===== config.mk =====
export PLATFORM = sky130hd
export DESIGN_NAME = xip_flash_arbiter
export DESIGN_NICKNAME = d
export VERILOG_FILES = /design/src/rtl/xip_pkg.sv /design/src/rtl/xip_rd_buf.sv /design/src/rtl/xip_flash_arbiter.sv
export SDC_FILE = /design/constraint.sdc
export NUM_CORES = 1
export LEC_CHECK = 0
export CORE_UTILIZATION = 36
export DETAILED_ROUTE_END_ITERATION = 8
export PLACE_DENSITY_LB_ADDON = 0.1
export SLEW_MARGIN = 10
export SYNTH_ARGS = -nofsm -noshare
export SYNTH_HDL_FRONTEND = slang
export SYNTH_HIERARCHICAL = 1
export SYNTH_SLANG_ARGS = --single-unit

===== constraint.sdc =====
create_clock -name clk_i -period 1.8 [get_ports clk_i]
set_input_delay 0.36 -clock clk_i [delete_from_list [all_inputs] [get_ports clk_i]]
set_output_delay 0.36 -clock clk_i [all_outputs]
set_load 0.02 [all_outputs]

===== src/rtl/xip_pkg.sv =====
// Shared definitions for the XIP flash arbiter and the flash controller:
// controller op codes, arbiter state encoding and read-buffer tag width.
package xip_pkg;

    // Op codes as seen on the controller port.
    typedef enum logic [1:0] {
        OP_READ         = 2'd0,
        OP_WRITE        = 2'd1,
        OP_SECTOR_ERASE = 2'd2,
        OP_QUAD_ENABLE  = 2'd3
    } xip_op_e;

    // Arbiter states.
    typedef enum logic [1:0] {
        S_BOOT      = 2'd0,
        S_BOOT_WAIT = 2'd1,
        S_IDLE      = 2'd2,
        S_WAIT      = 2'd3
    } arb_state_e;

    // Read buffer tags on word address bits [23:2].
    localparam int unsigned RDBUF_TAG_W = 22;

    // The controller only ever sees word-aligned addresses.
    function automatic logic [31:0] word_align(input logic [31:0] addr);
        return {addr[31:2], 2'b00};
    endfunction

endpackage


===== src/rtl/xip_rd_buf.sv =====
// One-entry read buffer: remembers the word tag and data of the last
// completed controller READ so a repeat read can be served locally.
module xip_rd_buf
    import xip_pkg::*;
(
    input  logic                   clk_i,
    input  logic                   rst_ni,
    input  logic                   fill_i,
    input  logic [RDBUF_TAG_W-1:0] fill_tag_i,
    input  logic [31:0]            fill_data_i,
    input  logic                   clr_i,
    input  logic [RDBUF_TAG_W-1:0] lookup_tag_i,
    output logic                   hit_o,
    output logic [31:0]            data_o
);

    logic                   valid_q;
    logic [RDBUF_TAG_W-1:0] tag_q;
    logic [31:0]            data_q;

    // Entry storage; a clear takes precedence over a fill.
    always_ff @(posedge clk_i or negedge rst_ni) begin
        if (!rst_ni) begin
            valid_q <= 1'b0;
            tag_q   <= '0;
            data_q  <= '0;
        end else if (clr_i) begin
            valid_q <= 1'b0;
        end else if (fill_i) begin
            valid_q <= 1'b1;
            tag_q   <= fill_tag_i;
            data_q  <= fill_data_i;
        end
    end

    assign hit_o  = valid_q & (tag_q == lookup_tag_i);
    assign data_o = data_q;

endmodule


===== src/rtl/xip_flash_arbiter.sv =====
// Arbitrates an instruction-fetch port and a data port onto one flash
// controller. Data port has priority; a starvation counter forces an ifetch
// grant after STARVE_LIMIT consecutive data grants. Optionally issues a
// quad-enable after reset (BOOT_QE).
// Optional feature: define XIP_ARB_RDBUF_EN to add a one-entry read buffer.
module xip_flash_arbiter
    import xip_pkg::*;
#(
    parameter int unsigned STARVE_LIMIT = 4,
    parameter bit          BOOT_QE      = 1'b1
) (
    input  logic        clk_i,
    input  logic        rst_ni,
    input  logic        ifetch_req_i,
    input  logic [31:0] ifetch_addr_i,
    output logic        ifetch_gnt_o,
    output logic        ifetch_rvalid_o,
    output logic [31:0] ifetch_rdata_o,
    input  logic        data_req_i,
    input  logic [1:0]  data_op_i,
    input  logic [31:0] data_addr_i,
    input  logic [31:0] data_wdata_i,
    output logic        data_gnt_o,
    output logic        data_rvalid_o,
    output logic [31:0] data_rdata_o,
    output logic        ctrl_req_o,
    output logic [1:0]  ctrl_op_o,
    output logic [31:0] ctrl_addr_o,
    output logic [31:0] ctrl_wdata_o,
    input  logic        ctrl_valid_i,
    input  logic [31:0] ctrl_rdata_i,
    output logic        init_done_o,
    output logic        busy_o
);

    localparam int unsigned CNT_W = (STARVE_LIMIT > 0) ? $clog2(STARVE_LIMIT + 1) : 1;
    localparam logic [CNT_W-1:0] STARVE_MAX = CNT_W'(STARVE_LIMIT);

    arb_state_e       state_q, state_d;
    logic             boot_go_q;
    logic [CNT_W-1:0] starve_q, starve_d;
    logic             init_done_q;
    logic             owner_data_q, owner_data_d;
    logic             if_rvalid_q, if_rvalid_d;
    logic             dt_rvalid_q, dt_rvalid_d;
    logic [31:0]      if_rdata_q, if_rdata_d;
    logic [31:0]      dt_rdata_q, dt_rdata_d;

    logic             any_req;
    logic             pick_if;
    xip_op_e          win_op;
    logic [31:0]      win_addr;
    logic [31:0]      win_wdata;
    logic             buf_hit;
    logic [31:0]      buf_data;

    // Address LSBs never reach the controller.
    logic unused_addr_lsb;
    assign unused_addr_lsb = ^{ifetch_addr_i[1:0], data_addr_i[1:0]};

    // Winner selection: data first unless ifetch has been starved long enough.
    assign any_req   = ifetch_req_i | data_req_i;
    assign pick_if   = ifetch_req_i & (~data_req_i | (starve_q == STARVE_MAX));
    assign win_op    = pick_if ? OP_READ : xip_op_e'(data_op_i);
    assign win_addr  = pick_if ? word_align(ifetch_addr_i) : word_align(data_addr_i);
    assign win_wdata = pick_if ? 32'h0 : data_wdata_i;

`ifdef XIP_ARB_RDBUF_EN
    logic                   win_read;
    logic                   grant_cycle;
    logic                   rb_hit, rb_fill, rb_clr;
    logic                   owner_read_q;
    logic [RDBUF_TAG_W-1:0] owner_tag_q;

    assign grant_cycle = (state_q == S_IDLE) & any_req;
    assign win_read    = pick_if | (data_op_i == OP_READ);
    assign buf_hit     = rb_hit & win_read;
    assign rb_clr      = grant_cycle & ~win_read;
    assign rb_fill     = (state_q == S_WAIT) & ctrl_valid_i & owner_read_q;

    // Remember what the controller is working on so its completion can fill the buffer.
    always_ff @(posedge clk_i or negedge rst_ni) begin
        if (!rst_ni) begin
            owner_read_q <= 1'b0;
            owner_tag_q  <= '0;
        end else if (grant_cycle && !buf_hit) begin
            owner_read_q <= win_read;
            owner_tag_q  <= win_addr[23:2];
        end
    end

    xip_rd_buf u_rd_buf (
        .clk_i        (clk_i),
        .rst_ni       (rst_ni),
        .fill_i       (rb_fill),
        .fill_tag_i   (owner_tag_q),
        .fill_data_i  (ctrl_rdata_i),
        .clr_i        (rb_clr),
        .lookup_tag_i (win_addr[23:2]),
        .hit_o        (rb_hit),
        .data_o       (buf_data)
    );
`else
    assign buf_hit  = 1'b0;
    assign buf_data = '0;
`endif

    // Next-state, grants, controller request and completion routing.
    always_comb begin
        state_d      = state_q;
        starve_d     = starve_q;
        owner_data_d = owner_data_q;
        if_rvalid_d  = 1'b0;
        dt_rvalid_d  = 1'b0;
        if_rdata_d   = if_rdata_q;
        dt_rdata_d   = dt_rdata_q;
        ifetch_gnt_o = 1'b0;
        data_gnt_o   = 1'b0;
        ctrl_req_o   = 1'b0;
        ctrl_op_o    = 2'b00;
        ctrl_addr_o  = 32'h0;
        ctrl_wdata_o = 32'h0;

        if (!ifetch_req_i) begin
            starve_d = '0;
        end

        unique case (state_q)
            S_BOOT: begin
                // boot_go_q holds off the boot request while reset is asserted
                if (boot_go_q) begin
                    if (BOOT_QE) begin
                        ctrl_req_o = 1'b1;
                        ctrl_op_o  = OP_QUAD_ENABLE;
                        state_d    = S_BOOT_WAIT;
                    end else begin
                        state_d = S_IDLE;
                    end
                end
            end
            S_BOOT_WAIT: begin
                if (ctrl_valid_i) begin
                    state_d = S_IDLE;
                end
            end
            S_IDLE: begin
                if (any_req) begin
                    ifetch_gnt_o = pick_if;
                    data_gnt_o   = ~pick_if;
                    owner_data_d = ~pick_if;
                    if (pick_if) begin
                        starve_d = '0;
                    end else if (ifetch_req_i && (starve_q != STARVE_MAX)) begin
                        starve_d = starve_q + 1'b1;
                    end
                    if (buf_hit) begin
                        // Served from the buffer: completion next cycle, stay idle
                        if_rvalid_d = pick_if;
                        dt_rvalid_d = ~pick_if;
                        if (pick_if) begin
                            if_rdata_d = buf_data;
                        end else begin
                            dt_rdata_d = buf_data;
                        end
                    end else begin
                        ctrl_req_o   = 1'b1;
                        ctrl_op_o    = win_op;
                        ctrl_addr_o  = win_addr;
                        ctrl_wdata_o = win_wdata;
                        state_d      = S_WAIT;
                    end
                end
            end
            S_WAIT: begin
                if (ctrl_valid_i) begin
                    state_d = S_IDLE;
                    if (owner_data_q) begin
                        dt_rvalid_d = 1'b1;
                        dt_rdata_d  = ctrl_rdata_i;
                    end else begin
                        if_rvalid_d = 1'b1;
                        if_rdata_d  = ctrl_rdata_i;
                    end
                end
            end
            default: state_d = S_BOOT;
        endcase
    end

    // State and registered outputs.
    always_ff @(posedge clk_i or negedge rst_ni) begin
        if (!rst_ni) begin
            state_q      <= S_BOOT;
            boot_go_q    <= 1'b0;
            starve_q     <= '0;
            init_done_q  <= 1'b0;
            owner_data_q <= 1'b0;
            if_rvalid_q  <= 1'b0;
            dt_rvalid_q  <= 1'b0;
            if_rdata_q   <= 32'h0;
            dt_rdata_q   <= 32'h0;
        end else begin
            state_q      <= state_d;
            boot_go_q    <= 1'b1;
            starve_q     <= starve_d;
            init_done_q  <= init_done_q | (state_d == S_IDLE);
            owner_data_q <= owner_data_d;
            if_rvalid_q  <= if_rvalid_d;
            dt_rvalid_q  <= dt_rvalid_d;
            if_rdata_q   <= if_rdata_d;
            dt_rdata_q   <= dt_rdata_d;
        end
    end

    assign ifetch_rvalid_o = if_rvalid_q;
    assign ifetch_rdata_o  = if_rdata_q;
    assign data_rvalid_o   = dt_rvalid_q;
    assign data_rdata_o    = dt_rdata_q;
    assign init_done_o     = init_done_q;
    // Qualified by boot_go_q so busy reads 0 while reset is held.
    assign busy_o          = boot_go_q & (state_q != S_IDLE);

endmodule


==> impl_summary.md <==
Outcome
The run finished, with violations left. The checks that failed: negative setup slack.

Synth
Counting instances in the post-synthesis netlist gives the leading cell types as 74 x sky130_fd_sc_hd__dfrtp_1, 61 x sky130_fd_sc_hd__nand3_1, 58 x sky130_fd_sc_hd__mux2_4. The proportion of register bits with asynchronous set or reset after synthesis is 100%. After synthesis, the netlist uses 34 different library cells.

Synthesis produced roughly 340 cells. In this run, synthesis produced a sequential element count of 74. Ranked by total cell area, the synthesized netlist is headed by sky130_fd_sc_hd__dfrtp_1 47%, sky130_fd_sc_hd__mux2_4 22%, sky130_fd_sc_hd__nand3_1 7.8%. Of the post-synthesis cell area, the dominant cell type holds around 47%. The cell area that synthesis handed to floorplanning was 3930 um^2. A synthesized cell averages ~12 um^2. The number of synthesis warnings is 6.

The portion of the post-synthesis area used by sequential elements is a little under half. Counting flops with a built-in enable in the synthesized netlist gives 0. The most frequently used cell type in the post-synthesis netlist is sky130_fd_sc_hd__dfrtp_1. The most common flop cell mapped by yosys is sky130_fd_sc_hd__dfrtp_1.

The largest area contributor in the synthesized netlist is sky130_fd_sc_hd__dfrtp_1.

Floorplanning
The row count is 37. The die span in y is 107 um. The core region is around 10000 um^2. The die width is 107 um.

The number of top-level design ports is 272. The initial cell density of the core is 37.6%. The die outline area is between 10000 and 15000 um^2.

Finish
The multi-input logic area is approximately 2200 um^2. The number of nets in the layout is approximately 760. From synthesis to final layout, the design area changed by 98.2%. After routing the design area is roughly 7800 um^2. In the final layout, flip-flops and latches occupy ~1900 um^2. The share of cells above drive strength 1 is 44.9%. Leaving out filler cells and counting taps, the final layout contains 766. The end-of-flow core utilization is 74.5%.

After filler insertion, the fill cell instance count of the layout stands at 710. The number of diodes added for antenna fixing is 0.

Clock tree
The cell at the root of the clock tree is sky130_fd_sc_hd__clkbuf_8. TritonCTS built the clock tree. The clock-pin transition on the worst setup and hold timing paths is about 0.08 ns.

The clock latency on the worst-skew pair is approximately 0.34 ns. The maximum level of the CTS H-tree is 3. The total CTS buffers is 9.

The total number of clock tree sinks is 74. In this run the deepest clock path goes through 2 buffers.

Timing
The total count of hold-check failures in the final report is 0. The worst hold slack is ~0.5 ns. The upper clock frequency limit is approximately 460 MHz. The worst setup margin is -0.354 ns.

The final number of max-transition violations is 0. The final setup TNS is -19.62 ns. Of the available clock period, the critical path in the final layout requires 120%. Setup repair after global routing could not meet its margin everywhere.

The final critical delay including setup and external delays is 2.15 ns. The total of endpoints with negative setup slack in the final report is 67. The final setup skew is between 0.009 and 0.01 ns.

Route
Before antenna repair, the detailed router went through 4 iterations. The overall via count from detail_route is 3796. Dividing the detail-routed wire length by the instance count gives around 18 um. The first routing iteration left about 130 violations. The DRC violation count after routing is 0. The remaining antenna violation count after routing is 0. For this block, the routed nets add up to 13700 um of wire. The number of vias per cell is 4.96.

Power
The static power due to leakage is approximately 3.5 nW. The total chip power is roughly 10 mW. Power spread over the standard cell area amounts to 1340 nW/um^2. The maximum vdd ir drop is about 950 uV.

GRT
Entering global routing, the biggest net connects 44 pins. In the global route stage, met3 resource usage came out at under 10%. The all-layer global routing usage is about 24%. For this run, global-route usage on met2 was measured as 41.7%.

The global routing usage on met1 is slightly below 30%. The residual overflow from global routing is 0. The layer flagged by global routing as most heavily used is met2.

The number of global-route vias before repair came to 4080. The global-route wire length before repair is about 22000 um. The initial antenna violation count was 0.

Hold path
The min-delay analysis places its worst path in the category input port to asynchronous set/reset pin.

Placed design
Routability-driven placement finished with a final weighted congestion of a little over 0.8. The cell area reported after detailed placement is 6980 um^2. The post-DP HPWL is between 9000 and 10000 um. Prior to clock tree synthesis, the placed netlist has a worst setup slack of -0.770 ns.

The number of buffer cells added on primary ports is around 270. Including well taps, the total number of placed cells is between 700 and 800.

Critical path
The maximum net fanout on the critical path is 16. The setup check on the worst reg-to-reg path leaves a slack of between 0.1 and 0.15 ns. The worst setup path is captured at an output port. The delay contributed by the slowest stage of the critical path is approximately 0.36 ns. The standard cell with the maximum stage delay on the critical path is sky130_fd_sc_hd__dfrtp_1. The arrival time at the worst endpoint is ~1.8 ns. In this design, the critical path's most frequently occurring cell is sky130_fd_sc_hd__nand3_1.

The critical path launch point type is a flip-flop. The required time at the worst-slack endpoint is about 1.4 ns. The critical path goes through inv_2 -> ha_4 -> nand3_1 -> bufbuf_16 -> nand3_1 -> a21oi_2 -> buf_6. The worst reg-to-reg path cell count is 7. The critical path is of the flip-flop to output port type.

Job
Max-cap violations in this run came to 0.
## registers in the layout, summed over array words and instances (netlist names), 2 cells and up
signal,flops
starve_q,3
data_rdata_o,32
state_q,2
ifetch_rdata_o,32
## cells in the final DEF (no fill, tap or decap), drive strengths merged, types with 2 or more instances in the layout
master	instances
nor2	2
conb	3
nand2	2
ha	2
o21ai	4
or3	2
nand2b	2
clkdlybuf4s50	194
clkbuf	9
nand4	3
bufinv	2
a21oi	33
buf	112
mux2	64
a21boi	3
nand3	61
inv	7
dlygate4sd2	2
clkinv	2
dfrtp	74
and2	33
nand4b	2
and3	2
a21o	2
## cell type report
cell class                      count  area share [%]
Sequential cell                    74            23.8
Timing Repair Buffer              310            42.4
Clock buffer                        9            1.59
Clock inverter                      6            1.16
Inverter                            6           0.289
Tap cell                          136            2.18
Multi-Input combinational cell    225            28.7
## kinds of logic (layout without fill, tap and decap cells)
| logic type | count (synthesis) | after routing | synth area share (%) |
|---|---|---|---|
| AO/OA/AOI/OAI | 44 | 44 | 6.17 |
| adder cells (fa/ha/maj) | 2 | 2 | 0.636 |
| buffers and inverters | 37 | 331 | 5.41 |
| flip-flops | 74 | 74 | 47.1 |
| multiplexers | 64 | 64 | 23.9 |
| other | 2 | 3 | 0.191 |
| AND/OR/NAND/NOR | 112 | 112 | 16.6 |
## per-layer routing
layer	wire length [um]	up-vias
met2	6940	164
met3	848	21
li1	-	1754
met5	0	-
met1	5610	1857
met4	296	0
## power by group
group	switching (mW)	internal, mW
logic	2.62	3.50
clock network	0.631	0.778
registers	0.446	2.43
total	3.70	6.71
## what timing repair did
item | in CTS | in global routing
pin swaps | 38 | 11
setup buffers | 10 | 1
hold buffers | 1 | 0
gates cloned | 7 | 0
hold endpoints to repair | 31 | 0
endpoints found under the setup margin | 68 | 68
resized for setup | 456 | 20
## worst max-delay path, delay by kind of cell, from the launching register on
kind,cells,cell delay [ns]
flip-flops,1,0.36
AO/OA/AOI/OAI,1,0.16
adder cells (fa/ha/maj),1,0.17
AND/OR/NAND/NOR,2,0.27
buffers and inverters,3,0.52
## path summary, 6_finish.rpt
check | start | endpoint
min | rst_ni | ifetch_rdata_o[17]
max | starve_q[0] | ctrl_addr_o[30]
min in group clk_i | init_done_o | init_done_o
min reg2reg | init_done_o | init_done_o
max reg2reg | starve_q[0] | starve_q[0]
max in group asynchronous | rst_ni | state_q[1]
Note: power is estimated with default switching activity, not from simulation.
